[src/rtl/la_rrarbiter_if.sv]
`default_nettype none
// ============================================================================
// Module   : la_rrarbiter_if
// Brief    : Request/grant bundle between N requesters and la_rrarbiter.
// Revision : 1.0
// ============================================================================
interface la_rrarbiter_if #(
  parameter int N = 4
);
  localparam int c_IW = (N > 2) ? $clog2(N) : 1;

  logic [N-1:0]    req;
  logic [N-1:0]    gnt;
  logic            gnt_valid;
  logic [c_IW-1:0] gnt_id;

  modport master (output req, input gnt, input gnt_valid, input gnt_id);
  modport slave  (input req, output gnt, output gnt_valid, output gnt_id);
endinterface
`default_nettype wire

[src/rtl/la_rrarbiter.sv]
`default_nettype none
// ============================================================================
// Module   : la_rrarbiter
// Brief    : Registered round-robin arbiter with burst hold; define
//            LA_RRARBITER_TIMEOUT_EN to force rotation after MAXCYC cycles.
// Revision : 1.0
// ============================================================================
module la_rrarbiter #(
  parameter int N      = 4,
  parameter int MAXCYC = 16,
  parameter     PROP   = "DEFAULT"
) (
  input logic          clk,
  input logic          reset,
  la_rrarbiter_if.slave arb
);
  localparam int c_IW = (N > 2) ? $clog2(N) : 1;
  localparam int c_SW = c_IW + 1;

  if (N < 2 || N > 32) begin : g_bad_n
    $error("la_rrarbiter: N out of range");
  end
  if (MAXCYC < 2 || MAXCYC > 65535) begin : g_bad_maxcyc
    $error("la_rrarbiter: MAXCYC out of range");
  end
  if ($bits(PROP) == 0) begin : g_bad_prop
    $error("la_rrarbiter: PROP must not be empty");
  end

  logic [N-1:0]    r_gnt;
  logic            r_valid;
  logic [c_IW-1:0] r_id;
  logic [c_IW-1:0] r_ptr;

  logic            w_expire;
  logic            w_hold;
  logic            w_found;
  logic [N-1:0]    w_cand;
  logic [c_IW-1:0] w_sel;
  logic [c_IW-1:0] w_ptr_nxt;
  logic [c_SW-1:0] w_sum;

  assign w_hold = r_valid && arb.req[r_id] && !w_expire;
  // On a forced rotation the current holder sits out this selection.
  assign w_cand = w_expire ? (arb.req & ~r_gnt) : arb.req;

  always_comb begin
    w_found = 1'b0;
    w_sel   = '0;
    w_sum   = '0;
    for (int i = 0; i < N; i++) begin
      w_sum = {1'b0, r_ptr} + c_SW'(i);
      if (w_sum >= c_SW'(N)) begin
        w_sum = w_sum - c_SW'(N);
      end
      if (!w_found && w_cand[w_sum[c_IW-1:0]]) begin
        w_found = 1'b1;
        w_sel   = w_sum[c_IW-1:0];
      end
    end
  end

  assign w_ptr_nxt = (w_sel == c_IW'(N - 1)) ? '0 : w_sel + 1'b1;

  always_ff @(posedge clk) begin
    if (reset) begin
      r_gnt   <= '0;
      r_valid <= 1'b0;
      r_id    <= '0;
      r_ptr   <= '0;
    end else if (w_hold) begin
      r_gnt   <= r_gnt;
    end else if (w_found) begin
      r_gnt        <= '0;
      r_gnt[w_sel] <= 1'b1;
      r_valid      <= 1'b1;
      r_id         <= w_sel;
      r_ptr        <= w_ptr_nxt;
    end else begin
      r_gnt   <= '0;
      r_valid <= 1'b0;
      r_id    <= '0;
    end
  end

`ifdef LA_RRARBITER_TIMEOUT_EN
  localparam int c_CW = $clog2(MAXCYC + 1);

  logic [c_CW-1:0] r_cnt;

  // Counter value k means the holder is in its (k+1)-th grant cycle.
  assign w_expire = r_valid && (r_cnt == c_CW'(MAXCYC - 1)) && (|(arb.req & ~r_gnt));

  always_ff @(posedge clk) begin
    if (reset || !w_hold) begin
      r_cnt <= '0;
    end else if (r_cnt != c_CW'(MAXCYC - 1)) begin
      r_cnt <= r_cnt + 1'b1;
    end
  end
`else
  assign w_expire = 1'b0;
`endif

  assign arb.gnt       = r_gnt;
  assign arb.gnt_valid = r_valid;
  assign arb.gnt_id    = r_id;
endmodule
`default_nettype wire
[src/flat_wrapper.sv]
// flat-port wrapper written by rule: the top's interface ports become plain ports
module la_rrarbiter_flat 
#(
  parameter int N      = 4,
  parameter int MAXCYC = 16,
  parameter     PROP   = "       "
)
  (clk, reset, arb_req, arb_gnt, arb_gnt_valid, arb_gnt_id);
  la_rrarbiter_if #(.N(N)) arb_i ();
  input logic clk;
  input logic reset;
  input wire logic [$bits(arb_i.req)-1:0] arb_req;
  output wire logic [$bits(arb_i.gnt)-1:0] arb_gnt;
  output wire logic [$bits(arb_i.gnt_valid)-1:0] arb_gnt_valid;
  output wire logic [$bits(arb_i.gnt_id)-1:0] arb_gnt_id;
  assign arb_i.req = arb_req;
  assign arb_gnt = arb_i.gnt;
  assign arb_gnt_valid = arb_i.gnt_valid;
  assign arb_gnt_id = arb_i.gnt_id;
  la_rrarbiter #(.N(N), .MAXCYC(MAXCYC), .PROP(PROP)) u_core (.clk(clk), .reset(reset), .arb(arb_i));
endmodule
[config.mk]
export PLATFORM = sky130hd
export DESIGN_NAME = la_rrarbiter_flat
export DESIGN_NICKNAME = d
export VERILOG_FILES = /design/src/rtl/la_rrarbiter_if.sv /design/src/rtl/la_rrarbiter.sv /design/src/flat_wrapper.sv
export SDC_FILE = /design/constraint.sdc
export NUM_CORES = 1
export LEC_CHECK = 0
export CORE_MARGIN = 4
export CORE_UTILIZATION = 41
export CTS_CLUSTER_DIAMETER = 200
export DETAILED_ROUTE_END_ITERATION = 6
export PLACE_DENSITY_LB_ADDON = 0.05
export SLEW_MARGIN = 0
export SYNTH_ARGS = -nofsm -noshare
export SYNTH_HDL_FRONTEND = slang
export SYNTH_SLANG_ARGS = --single-unit
[constraint.sdc]
create_clock -name clk -period 1.7 [get_ports clk]
set_input_delay 0.425 -clock clk [delete_from_list [all_inputs] [get_ports clk]]
set_output_delay 0.425 -clock clk [all_outputs]
set_load 0.02 [all_outputs]
==> metrics.cfg <==
[floorplan]
rows = 12
die-area_sq_um = 1967
start_util = 0.4626
die_w_microns = 44.35
die_h_microns = 44.35
io_pins = 13
core_sq_um = 1171

[placed_design]
portBuffers = 12
dp.final_hpwl_microns = 931.6
gp_congestion = 0.7864
post-place-cells = 95

[global_routing]
grt_start_max_net_pins = 9
grt_overflow = 0
grt_pass1_wl_microns = 2070
grt_util_all_layers = 0.1526
grt_antenna_before_repair = 0
grt_pass1_vias = 488

[synthesis]
yosys.area.top_type = dfxtp_1
yosysSeqAreaShare = 0.3326
synth-edff-count = 0
synth_flop_cell = dfxtp_1
synth_nets = 72
post-synth-top-area-fraction = 0.3326
syn-cell-area_sq_um = 541.8
avgSynthCellArea_sq_um = 8.738
synthArstFlopShare = 0
synth-seq-cells = 9
netlist_top_cells_count = dfxtp_1 (9), nand2_1 (9), a21oi_1 (8)
syn_inst = 62
synthTopCellsByArea = dfxtp_1 (33%), ha_1 (9.2%), a21oi_1 (7.4%)
synth_cell_type_count = 20
synth_warnings = 0

[worst_setup_path]
crit_required_ps = 1900
path_max_fanout = 4
r2r_end = u_core.arb.gnt[0]
worstPathCellList = dlygate4sd2_1 > buf_4 > o22a_2 > inv_1 > ha_1 > or3b_1 > a21oi_2
crit_type = in -> reg
arrival_ps = 1850
start_kind = input pin
r2r_slack_ps = 60
critPathCaptureType = flop
slowest_delay_ps = 360
slowest_stage = or3b_1
reg2reg_depth = 9
rr_startpoint = u_core.r_ptr[1]

[timing]
tightest_slew_ps = 239.4
fin_crit_sh = 0.9677
slew_headroom = 0.8399
rsz0062_at_grt = yes
fmax_mhz = 607.9
finalSetupViolCount = 0
fin_setup_tns_ps = 0
period_minus_slack_ps = 1645
worst_hold_slack_ps = 448.8
drv_slew = 0
skew_ps = 3.831
finalHoldViolations = 0

[hold_path]
hp-class = reg -> reg
whs_endpoint = u_core.arb.gnt[2]
hold_start = u_core.arb.gnt[2]
hold-path-cell-count = 2

[cts]
clk-insertion-delay-late_ps = 270
cts_tree = built
cts.sinks = 9
cts_made_buffers = 3
cts-root-buf = clkbuf_4
clkTransAtPathRegs_ps = 60
clock_path_buffers = 2
cts_max_level = 1

[power_and_ir_drop]
powerDensity_nw_per_um2 = 934.9
peakVddDrop_mv = 0.5686
leakage_nw = 0.3497

[final_layout]
layout.nets = 99
diodes = 0
syn2layout_area_growth_pct = 49.65
fill_cells = 104
instances_no_fill = 102
drive_above_1_share = 0.3864

[route]
drt_iter0_markers = 6
vias = 532
vias_per_cell = 5.216
routed_wl_microns = 1277
antenna_left = 0
drt_first_pass_iters = 4
wl_per_cell_microns = 12.52
drcViolationCount = 0

[job]
maxCapViolCount = 0

[run_status]
status = finished clean

-- layout by cell type, fill, tap and decap left out, drive strengths merged --
cell / n
buf: 13
nand2: 9
dfxtp: 9
a21oi: 9
clkdlybuf4s50: 7
clkbuf: 6
inv: 4
ha: 4
mux2i: 4
nor2: 4
or3b: 4
or2: 2
dlygate4sd2: 2
nand2b: 2
nor3: 1
o21a: 1
o22a: 1
o22ai: 1
or4: 1
o221ai: 1
nor4: 1
o211a: 1
clkdlybuf4s15: 1
-- routing by layer --
metal | share of wire | wire (microns) | up-vias | track usage
met5 | 0 | 0 | - | 0
met4 | 0.028 | 36 | 0 | 0.1084
met3 | 0.052 | 66 | 5 | 0.07317
met2 | 0.49 | 624 | 8 | 0.2297
met1 | 0.43 | 550 | 249 | 0.1663
li1 | - | - | 270 | -
-- timing repair --
item,4_1_cts,5_1_grt
hold buffers,0,0
pin swaps,2,3
gates resized for setup,9,14
buffers inserted,1,2
endpoints found under the setup margin,8,5
-- cell type report --
type	instances	area [sq um]	share of cell area
clock buffer	4	26.28	0.03241
inverter	4	15.01	0.01852
multi-input combinational	46	362.8	0.4475
sequential	9	183.9	0.2269
tap	14	17.52	0.02160
timing repair buffer	25	205.2	0.2531
-- sequential cells by signal, indices dropped and copies added (netlist names) --
name and count:
u_core.r_ptr 2, u_core.arb.gnt_id 2, u_core.arb.gnt 4, u_core.arb.gnt_valid 1
-- worst max-delay path, delay by kind of cell --
kind                       cells  cell delay, ps
and+or+nand+nor                1             360
adders and majority gates      1             140
buffers and inverters          3             550
AOI/OAI and AO/OA              2             370
-- cell families after synthesis --
logic type | after synthesis | share of synthesized area
compound gates | 14 | 0.1686
flops | 9 | 0.3326
mux | 4 | 0.07391
simple gates | 24 | 0.2425
buf+inv | 7 | 0.09006
fa+ha+maj | 4 | 0.09238
-- power breakdown --
group          leakage, nW  total [W]  switching (W)  internal (W)
registers           0.0749   0.000270      0.0000253      0.000245
logic                0.260   0.000320       0.000144      0.000176
clock network       0.0150   0.000168      0.0000774     0.0000906
total                0.350   0.000758       0.000247      0.000511
-- worst max path at each step --
stage / start / end / slack (ps) / depth (start not counted)
after CTS: arb_req[0] / u_core.arb.gnt[1] / 10 / 8
final: arb_req[3] / u_core.arb.gnt[1] / 50 / 7
after detailed placement: arb_req[0] / u_core.arb.gnt[1] / -570 / 8
after global placement: arb_req[0] / u_core.arb.gnt[0] / -540 / 8
after global routing: u_core.r_ptr[0] / u_core.arb.gnt[1] / -40 / 7
after floorplan: u_core.r_ptr[1] / u_core.arb.gnt[1] / 70 / 7
-- stage by stage --
| step | setup WS [ps] | instance area [sq um] | total power [W] | utilization |
|---|---|---|---|---|
| floorplan | 69.90 | 541.8 | 0.0004423 | - |
| global placement | -539.4 | 720.7 | 0.0005459 | 0.6154 |
| detailed placement | -574.3 | 720.7 | 0.0005498 | 0.6154 |
| CTS | 12.83 | 760.7 | 0.0007251 | 0.6496 |
| global route | -43.96 | 810.8 | 0.0008161 | 0.6923 |
| finish | 54.89 | 810.8 | 0.0007580 | 0.6923 |
Note: power is estimated with default switching activity, not from simulation.
